## config.mk

```make
export PLATFORM = sky130hd
export DESIGN_NAME = bus_arbiter
export DESIGN_NICKNAME = d
export VERILOG_FILES = /design/src/rtl/bus_arbiter.sv
export SDC_FILE = /design/constraint.sdc
export NUM_CORES = 1
export LEC_CHECK = 0
export CORE_MARGIN = 2
export CORE_UTILIZATION = 35
export DETAILED_ROUTE_END_ITERATION = 8
export GPL_TIMING_DRIVEN = 0
export PLACE_DENSITY = 0.79
export SETUP_SLACK_MARGIN = 0.5
export SYNTH_ARGS = -nofsm -noshare
export SYNTH_HDL_FRONTEND = slang
export SYNTH_SLANG_ARGS = --single-unit
```

## constraint.sdc

```tcl
create_clock -name clk_i -period 1.6 [get_ports clk_i]
set_clock_uncertainty 0.1 [all_clocks]
set_input_delay 0.48 -clock clk_i [delete_from_list [all_inputs] [get_ports clk_i]]
set_output_delay 0.48 -clock clk_i [all_outputs]
set_load 0.02 [all_outputs]
```

## src/rtl/bus_arbiter.sv

```systemverilog
// Two-master arbiter for a single shared address-decoding bus.
// One transaction is in flight at a time: IDLE -> ACCESS (ACCESS_CYCLES cycles) -> DONE -> IDLE.
// The winner's operation, address and write data are latched at grant time, so master-side
// changes during ACCESS/DONE never reach the bus.
// Build option: define ARBITER_ROUND_ROBIN_EN to alternate grants on simultaneous requests;
// without it master 0 always wins ties (fixed priority).
module bus_arbiter #(
  parameter int unsigned ACCESS_CYCLES = 1
) (
  input  logic        clk_i,
  input  logic        reset_i,
  // Master 0
  input  logic        m0_read_i,
  input  logic        m0_write_i,
  input  logic [31:0] m0_address_i,
  input  logic [31:0] m0_write_data_i,
  output logic [31:0] m0_read_data_o,
  output logic        m0_ack_o,
  // Master 1
  input  logic        m1_read_i,
  input  logic        m1_write_i,
  input  logic [31:0] m1_address_i,
  input  logic [31:0] m1_write_data_i,
  output logic [31:0] m1_read_data_o,
  output logic        m1_ack_o,
  // Shared bus
  output logic        bus_read_o,
  output logic        bus_write_o,
  output logic [31:0] bus_address_o,
  output logic [31:0] bus_write_data_o,
  input  logic [31:0] bus_read_data_i,
  // Status
  output logic        owner_o,
  output logic        busy_o
);

  // Counter wide enough to hold ACCESS_CYCLES-1; at least one bit.
  localparam int unsigned CntW = (ACCESS_CYCLES > 1) ? $clog2(ACCESS_CYCLES) : 1;
  localparam logic [CntW-1:0] CntLoad = CntW'(ACCESS_CYCLES - 1);

  typedef enum logic [1:0] {
    StIdle,
    StAccess,
    StDone
  } state_e;

  state_e          state_q, state_d;
  logic            owner_q, owner_d;
  logic            last_grant_q, last_grant_d;
  logic [CntW-1:0] cnt_q, cnt_d;
  logic            wr_q, wr_d;
  logic [31:0]     addr_q, addr_d;
  logic [31:0]     wdata_q, wdata_d;
  logic [31:0]     rsp_q, rsp_d;

  logic            m0_req, m1_req;
  logic            grant;  // 0: master 0 wins, 1: master 1 wins

  // Request decode and arbitration between the two masters.
  always_comb begin
    m0_req = m0_read_i | m0_write_i;
    m1_req = m1_read_i | m1_write_i;
    grant  = 1'b0;
    if (m0_req && m1_req) begin
`ifdef ARBITER_ROUND_ROBIN_EN
      // Hand the tie to whoever did not win last time; last_grant resets to 1 so
      // the first tie goes to master 0.
      grant = ~last_grant_q;
`else
      grant = 1'b0;
`endif
    end else begin
      grant = m1_req;
    end
  end

  // Next-state logic: grant/latch in IDLE, count down in ACCESS, single-cycle DONE.
  always_comb begin
    state_d      = state_q;
    owner_d      = owner_q;
    last_grant_d = last_grant_q;
    cnt_d        = cnt_q;
    wr_d         = wr_q;
    addr_d       = addr_q;
    wdata_d      = wdata_q;
    rsp_d        = rsp_q;

    unique case (state_q)
      StIdle: begin
        if (m0_req || m1_req) begin
          state_d      = StAccess;
          owner_d      = grant;
          last_grant_d = grant;
          // Read and write together are treated as a write.
          wr_d         = grant ? m1_write_i      : m0_write_i;
          addr_d       = grant ? m1_address_i    : m0_address_i;
          wdata_d      = grant ? m1_write_data_i : m0_write_data_i;
          cnt_d        = CntLoad;
        end
      end
      StAccess: begin
        if (cnt_q == '0) begin
          // Capture on the last bus cycle; writes return zero.
          rsp_d   = wr_q ? 32'h0 : bus_read_data_i;
          state_d = StDone;
        end else begin
          cnt_d = cnt_q - 1'b1;
        end
      end
      StDone: begin
        state_d = StIdle;
      end
      default: begin
        state_d = StIdle;
      end
    endcase
  end

  // State and datapath registers with synchronous active-high reset.
  always_ff @(posedge clk_i) begin
    if (reset_i) begin
      state_q      <= StIdle;
      owner_q      <= 1'b0;
      last_grant_q <= 1'b1;
      cnt_q        <= '0;
      wr_q         <= 1'b0;
      addr_q       <= 32'h0;
      wdata_q      <= 32'h0;
      rsp_q        <= 32'h0;
    end else begin
      state_q      <= state_d;
      owner_q      <= owner_d;
      last_grant_q <= last_grant_d;
      cnt_q        <= cnt_d;
      wr_q         <= wr_d;
      addr_q       <= addr_d;
      wdata_q      <= wdata_d;
      rsp_q        <= rsp_d;
    end
  end

  // Outputs: bus driven only from latched values in ACCESS; ack/read data only in DONE.
  always_comb begin
    bus_read_o       = 1'b0;
    bus_write_o      = 1'b0;
    bus_address_o    = 32'h0;
    bus_write_data_o = 32'h0;
    m0_ack_o         = 1'b0;
    m1_ack_o         = 1'b0;
    m0_read_data_o   = 32'h0;
    m1_read_data_o   = 32'h0;
    busy_o           = (state_q != StIdle);
    owner_o          = owner_q;

    if (state_q == StAccess) begin
      bus_read_o       = ~wr_q;
      bus_write_o      = wr_q;
      bus_address_o    = addr_q;
      bus_write_data_o = wdata_q;
    end

    if (state_q == StDone) begin
      if (owner_q) begin
        m1_ack_o       = 1'b1;
        m1_read_data_o = wr_q ? 32'h0 : rsp_q;
      end else begin
        m0_ack_o       = 1'b1;
        m0_read_data_o = wr_q ? 32'h0 : rsp_q;
      end
    end
  end

endmodule

```

Word level (Yosys, flattened, before mapping)
Index checks and enable logic that the tools add are counted.
- input port bits: 166
- output and inout port bits: 134
- logic and storage cells: 49
- bits in registers: 101
- equal/unequal tests: 4
- bitwise logic cells: 4
- reduce and logical (&&, ||, !) cells: 9
- add/subtract/negate cells: 1
- multiplexer cells: 24
- operators with widths (cell ; number):
    32-bit two-way mux ; 10
    1-bit two-way mux ; 10
    2-bit AND reduction ; 4
    2-bit two-way mux ; 2
    2-bit != test, second input constant ; 2
    2-bit one-hot mux with 2 select lines ; 1
    2-bit nonzero test ; 2
    2-bit by 1-bit equality test with 1-bit output, second input constant ; 1
    2-bit equality test, second input constant ; 1
    2-bit logical NOT ; 1
    1-bit inverter ; 2
    1-bit OR ; 2
    1-bit one-hot mux with 2 select lines ; 1
    1-bit logical AND ; 1
    1-bit logical OR ; 1
    1-bit subtractor, second input constant ; 1

Longest topological paths before layout
Gate-level depths: netlist of the first run.
- depth after elaboration: 4
- mapped depth: 6
- depth with buffers taken out: 4

Least setup slack after synthesis of the first run
Ideal clock, no wire load.
- path kind: register to output
- start point: reg owner_q, in the netlist owner_o
- end point: out m1_read_data_o[10]
- data arrival time: 1510 ps
- cell stages (with the launch flop): 5
- slack: -490 ps
- cells stage by stage: dfxtp_1 > and3b_1 > nor2b_1 > clkbuf_1 > and2_1
- longest elaborated chain between the ends: 2
- ends and longest elaborated chain (item ; RTL line ; source):
    start: declaration ; 48 ; logic owner_q, owner_d;
    start signal: assignment ; 132 ; owner_q <= owner_d;
    32-bit two-way mux ; 163 ; if (owner_q) begin
    32-bit two-way mux ; 162 ; if (state_q == StDone) begin
    end: declaration ; 24 ; output logic [31:0] m1_read_data_o,
Every way passes these cells.

Final worst setup path of the first run
- start point: reg state_q[0]
- end point: out m1_read_data_o[16]
- longest elaborated chain between the ends: 2
- ends and longest elaborated chain (item ; RTL line ; source):
    start: declaration ; 47 ; state_e state_q, state_d;
    start signal: assignment ; 122 ; state_q <= StIdle;
    start signal: assignment ; 131 ; state_q <= state_d;
    2-bit equality test ; 162 ;
    32-bit two-way mux ; 162 ;
Every way passes these cells.

==> impl_results.md, run 1 <==
- Rows: 45
- RR Endpoint: wdata_q[11]
- Die ar.: 0.01637 mm²
- Synth cell types: 23
- Vias in the first global route: between 6000 and 7000
- HP Class: register to register
- Leak pwr: roughly 4.4 nW
- Ys flop type: dfxtp_1
- N_diodes: 0
- Routed WL per cell: ~19 µm
- Cells after DPL: approximately 1200
- Chip width: roughly 130 µm
- Worst-path clk slew: around 70 ps
- Slew @ Worst Pin: 755.3 ps
- RSZ-0062 raised after global routing: true
- Net Count, Synth: around 860
- Critical path data required time: slightly above 1000 ps
- Final routed DRC violation total: 0
- # IOs: 300
- First-pass GRT wire length: about 35000 µm
- Clock latency on the worst-skew pair: approximately 350 ps
- P per Cell Area: 721.7 mW/mm²
- Syn Std Cell Area: between 0.005 and 0.006 mm²
- Synth Area per Inst: between 7 and 8 µm²
- Slew HR: slightly below 50%
- Cells after synthesis: 690
- Max Slew Vio Count: 0
- Number of enable flip-flop cells after synthesis: 0
- CP max FO: 5
- Die Span Y: between 100 and 150 µm
- Max Buffers Root-to-Sink: 2
- Dpl cell area: roughly 0.0094 mm²
- Final worst slack: -605.2 ps
- Peak supply drop: roughly 0.00052 V
- Minimum clock period: between 2000 and 2500 ps
- Synth warnings: 0
- Status: complete, but fails checks
- Final Hold Fails: 0
- Crit path launch: state_q[0]
- Drt pass-1 iters: 5
- Top cells by area, synth: dfxtp_1 37%, and2_1 15%, a311oi_1 10%, a21oi_1 9.3%, nand3_1 6.1%
- Vias per inst: around 5.4
- Async SR Flop Fraction: 0%
- Total congestion overflow: 0
- Fillers: approximately 1100
- Sequential area share after synthesis: 37.24%
- Max Fclk: 453.5 MHz
- Hpwl dp: 16170 µm
- Starting Density: a little over a third
- Critical path data arrival time: about 1600 ps
- Failing checks: negative setup slack
- Max-cap violations: 0
- Total Wirelength: about 24000 µm
- Routability cong.: between 0.8 and 0.9
- Routed Antenna Nets: 0
- Commonest cells after routing, fill and taps aside: 160 x clkdlybuf4s50_1, 153 x buf_6, 129 x and2_4, 96 x dfxtp_1, 65 x nand3_1
- Core Region: roughly 0.015 mm²
- CTS sink count: 100
- Worst setup path endpoint: m1_read_data_o[16]
- FF-to-FF setup slack: -210 ps
- Area growth syn-to-layout: 108.9%
- Largest net degree at the start of global routing: 16
- Finish-stage setup viols: around 190
- Reg-to-reg critical path startpoint: state_q[0]
- Crit path launch type: register
- GR Util All Layers: between 20% and 30%
- Setup Crit Path Kind: register to primary output
- Worst reg2reg path depth: 10
- Initial antenna violation count: 0
- Vias: 6733
- CTS tree: done
- Crit. End Element: primary output
- H-Tree Depth: 3
- Clock Tree Root: clkbuf_16
- Cts bufs inserted: 9
- DRT iter0 DRCs: 311
- Leading cell type in the layout, fill and taps excluded: clkdlybuf4s50_1
- Ratio of cells with drive above 1 in the final layout: about half
- Share of the synthesized area in the top cell type: a little under two fifths
- NumNets Final: ~1200
- Fin area: ~0.011 mm²
- Yosys reg bits: 100
- Crit share post-route: 137.8%
- Layout Cells excl Fill: about 1300
- Synth area leader: dfxtp_1
- Port bufs: roughly 300
## sequential cells by signal (all words and copies together) (netlist names)
name,count
addr_q,32
owner_o,1
rsp_q,32
state_q,2
wdata_q,32
wr_q,1
## worst max-delay path, cell delays in order (launching register included)
cell     delay [ps]
dfxtp_4         350
and3b_2         240
nor2b_4         160
buf_6           150
buf_8           120
and2_4          140
buf_6           110
## what timing repair did
action,CTS,global route
gates resized for setup,837,183
pin swaps,29,22
setup endpoints to repair,233,234
setup buffers,22,17
cloned,13,9
hold buffers,0,0
## kinds of logic (layout without fill, tap and decap cells)
| kind of cell | count (synthesis) | after routing | synth area share [%] |
|---|---|---|---|
| and+or+nand+nor | 274 | 274 | 29.51 |
| buffers and inverters | 86 | 461 | 7.238 |
| DFF | 100 | 100 | 37.24 |
| AOI/OAI and AO/OA | 230 | 230 | 26.02 |
## routing by layer
metal,vias to the layer above,part of all wire (%),global-route usage [%]
li1,3215,-,-
met1,3201,39,31.04
met2,271,52,48.95
met3,46,6.8,6.344
met4,0,2.8,9.955
met5,-,0,0
## power by group
part	internal [mW]	total, mW	leakage [nW]	switching [mW]
logic	1.69	2.96	3.47	1.27
clock network	1.20	2.19	0.137	0.990
registers	2.75	2.96	0.829	0.206
total	5.64	8.10	4.44	2.46
## area by class of cell
type / count / area (µm²) / share of cell area [%]
multi-input combinational: 504 / 3822 / 34.04
tap: 188 / 235.2 / 2.095
clock buffer: 10 / 229.0 / 2.039
buffer: 84 / 923.4 / 8.223
timing repair buffer: 359 / 3943 / 35.11
sequential: 100 / 2014 / 17.94
clock inverter: 6 / 55.05 / 0.4903
inverter: 2 / 7.507 / 0.06685
## synthesized netlist by cell type, drive strengths merged, types with 2 or more instances
cell type  instances
a21oi            100
a311oi            64
and2             129
buf               26
clkbuf            58
dfxtp            100
inv                2
nand2             32
nand2b             2
nand3             65
nand3b            32
nor2               6
nor2b              3
o21ai             64
or2                2
## worst min-delay path by stage
stage	startpoint	endpoint	slack [ps]	cells after the start
after floorplan	rsp_q[0]	rsp_q[0]	340	2
after global placement	rsp_q[5]	rsp_q[5]	360	2
after detailed placement	rsp_q[18]	rsp_q[18]	360	2
after CTS	rsp_q[18]	rsp_q[18]	370	2
after global routing	rsp_q[18]	rsp_q[18]	400	2
final	rsp_q[18]	rsp_q[18]	370	2
## stage by stage
stage | power [mW] | TNS (ps) | setup WS [ps] | hold slack, ps | utilization [%]
3_5_place_dp | 5.207 | -144070 | -901.8 | 358.7 | 62.54
5_1_grt | 8.425 | -87680 | -646.0 | 397.0 | 74.42
3_3_place_gp | 5.175 | -141520 | -880.1 | 355.5 | 62.54
2_1_floorplan | 4.263 | -12940 | -149.8 | 344.8 | -
6_report | 8.105 | -78200 | -605.2 | 372.9 | 74.42
4_1_cts | 7.713 | -73860 | -611.2 | 368.5 | 69.39
No activity file was read; power rests on OpenSTA's default activity.
==> run 2: changes to the inputs <==
--- a/config.mk
+++ b/config.mk
@@ -5,11 +5,13 @@
 export SDC_FILE = /design/constraint.sdc
 export NUM_CORES = 1
 export LEC_CHECK = 0
+export CELL_PAD_IN_SITES_DETAIL_PLACEMENT = 1
+export CELL_PAD_IN_SITES_GLOBAL_PLACEMENT = 1
 export CORE_MARGIN = 2
-export CORE_UTILIZATION = 35
+export CORE_UTILIZATION = 24
 export DETAILED_ROUTE_END_ITERATION = 8
 export GPL_TIMING_DRIVEN = 0
-export PLACE_DENSITY = 0.79
+export PLACE_DENSITY_LB_ADDON = 0.3
 export SETUP_SLACK_MARGIN = 0.5
 export SYNTH_ARGS = -nofsm -noshare
 export SYNTH_HDL_FRONTEND = slang
==> run 2 against run 1 <==
Net effect: the flow still finishes with violations (negative setup slack); final area increased by 2.1%; core utilization decreased by 22 points; via count decreased by 0.62%; combinational power increased by 7.4%; wire length increased by 13%; highest routed layer unchanged; flip-flop and latch count unchanged; clock power increased by 8%; critical path type unchanged; non-clock buffer count increased by 1; setup slack improved by 8.6 ps; critical path depth unchanged; global-route usage decreased by 5.4 points.
==> impl_results.md, run 2 (synthesized netlist as in run 1, its figures left out) <==
- Hpwl dp: 18330 µm (+13%)
- Critical path data required time: 1020 ps (about the same)
- P per Cell Area: 741.5 mW/mm² (+2.7%)
- Setup Crit Path Kind: register to primary output
- Critical path data arrival time: 1620 ps (about the same)
- Max Slew Vio Count: 0 (unchanged)
- Worst-path clk slew: 70 ps (about the same)
- Peak supply drop: 0.0004486 V (-14%)
- Biggest regs: addr_q: 32 flops, rsp_q: 32 flops, wdata_q: 32 flops
- NumNets Final: 1227 (+0.082%)
- Vias in the first global route: 7163 (+11%)
- DRT iter0 DRCs: 247 (-21%)
- Clock latency on the worst-skew pair: 360 ps (about the same)
- CTS sink count: 100 (unchanged)
- Pre-CTS setup slack: -924.3 ps (-22.43 ps)
- Leak pwr: 4.497 nW (+1.3%)
- Area growth syn-to-layout: 113.3%
- RSZ-0062 raised after global routing: true
- Vias: 6691 (-0.62%)
- Crit path max-delay cell type: dfxtp_4
- Finish-stage setup viols: 199 (+5.3%)
- Routability cong.: 0.8085 (-8.3%)
- GR Util All Layers: 21.65% (-5.4 points)
- Crit. End Element: primary output
- CTS tree: done
- HP Class: register to register
- Cells after DPL: 1268 (+7.8%)
- Reg-to-reg critical path startpoint: state_q[1]
- Hold path start: rsp_q[21]
- Setup TNS: -82760 ps (-4563 ps)
- Max Buffers Root-to-Sink: 2 (unchanged)
- Total Wirelength: 27050 µm (+13%)
- Leading cell type in the layout, fill and taps excluded: clkdlybuf4s50_1
- Ratio of cells with drive above 1 in the final layout: 50.28% (+1.6 points)
- Cells along the critical path: and3b_2, nor2b_4, buf_12, buf_8, and2_4, buf_6
- Routed Antenna Nets: 0 (unchanged)
- Slew HR: 48.85% (-0.79 points)
- Fin area: 0.01147 mm² (+2.1%)
- Commonest cells after routing, fill and taps aside: 160 x clkdlybuf4s50_1, 126 x and2_4, 124 x buf_6, 96 x dfxtp_1, 68 x a21oi_2
- Dpl cell area: 0.009552 mm² (+1.2%)
- Crit path launch type: register
- Routed WL per cell: 20.08 µm (+5.1%)
- Final core occ: 52.38% (-22 points)
- Drt pass-1 iters: 4 (-1)
- Layout Cells excl Fill: 1347 (+7.5%)
- Port bufs: 298 (unchanged)
- Crit path launch: owner_o
- Initial antenna violation count: 1 (+1)
- Minimum clock period: 2197 ps (-8.635 ps)
- Die ar.: 0.02361 mm² (+44%)
- Core Region: 0.02189 mm² (+45%)
- Fillers: 2426 (+120%)
- Die Span Y: 153.7 µm (+20%)
- First-pass GRT wire length: 40650 µm (+17%)
- Max Fclk: 455.3 MHz (+0.39%)
- Slew @ Worst Pin: 767.2 ps (+11.88 ps)
- Failing checks: negative setup slack
- H-Tree Depth: 3 (unchanged)
- Vias per inst: 4.967 (-7.6%)
- Status: complete, but fails checks
- Cts hold-fix bufs: 0 (unchanged)
- Clock Tree Root: clkbuf_16
- Number of buffers and inverters on the critical path: 3 (unchanged)
- Total congestion overflow: 0 (unchanged)
- Chip width: 153.7 µm (+20%)
- # IOs: 300 (unchanged)
- Overall power: 8.502 mW (+4.9%)
- Max-cap violations: 0 (unchanged)
- Delay-heaviest family, CP: simple AND/OR/NAND/NOR gates
- Cts bufs inserted: 9 (unchanged)
- Final Hold Fails: 0 (unchanged)
- Fin Hold WS: 375.2 ps (+2.322 ps)
- Final routed DRC violation total: 0 (unchanged)
- CP max FO: 8 (+3)
- Crit share post-route: 137.3% (-0.54 points)
- Largest stage delay, worst path: 370 ps (+20 ps)
- Rows: 54 (+20%)
- Largest net degree at the start of global routing: 16 (unchanged)
- Starting Density: 24.56% (-11 points)
- Final worst slack: -596.5 ps (+8.635 ps)
[run 2: cell count changes in the layout (fill, tap and decap cells not counted), sizes merged]
cell,delta
clkinv,-4
buf,-2
diode,+1
clkinvlp,+1
bufbuf,+2
clkbuf,+4
[run 2: final cells by class]
class                           count  area (µm²)  area share (%)
Buffer                             84        1020           8.894
Sequential cell                   100        2014           17.57
Clock inverter                      3       45.04          0.3928
Clock buffer                       13       260.3           2.270
Tap cell                          280       350.3           3.055
Multi-Input combinational cell    504        3884           33.87
Timing Repair Buffer              360        3880           33.84
Inverter                            2       10.01         0.08730
Antenna cell                        1       2.502         0.02182
[run 2: repair_timing]
item / in CTS / in global routing
setup endpoints to repair: 234 / 234
buffers inserted: 32 / 10
resized for setup: 907 / 95
pin swaps: 10 / 4
gates cloned: 16 / 4
[run 2: path summary, 6_finish.rpt]
kind                        end  slack [ps]  cells after the start
max          m1_read_data_o[16]        -600                      6
min                   rsp_q[21]         380                      2
max reg2reg         wdata_q[10]        -210                     11
min reg2reg           rsp_q[21]         380                      2
[run 2: power breakdown]
| part | leakage, nW | internal (mW) | switching [mW] |
|---|---|---|---|
| Clock | 0.142 | 1.30 | 1.06 |
| Combinational | 3.53 | 1.83 | 1.36 |
| Sequential | 0.829 | 2.75 | 0.206 |
[run 2: worst min-delay path, cell delays in order, from the launching register on]
cell	delay, ps
dfxtp_1	320
nand2_1	60
a21oi_1	50
[run 2: per-layer routing]
metal / wire, µm / share of wire (%) / up-vias / global-route usage (%)
met5: 0 / 0 / - / 0
met4: 603 / 2.2 / 0 / 7.034
met3: 1452 / 5.4 / 31 / 4.876
met2: 13800 / 51 / 218 / 37.99
met1: 11200 / 41 / 3226 / 26.20
li1: - / - / 3216 / -
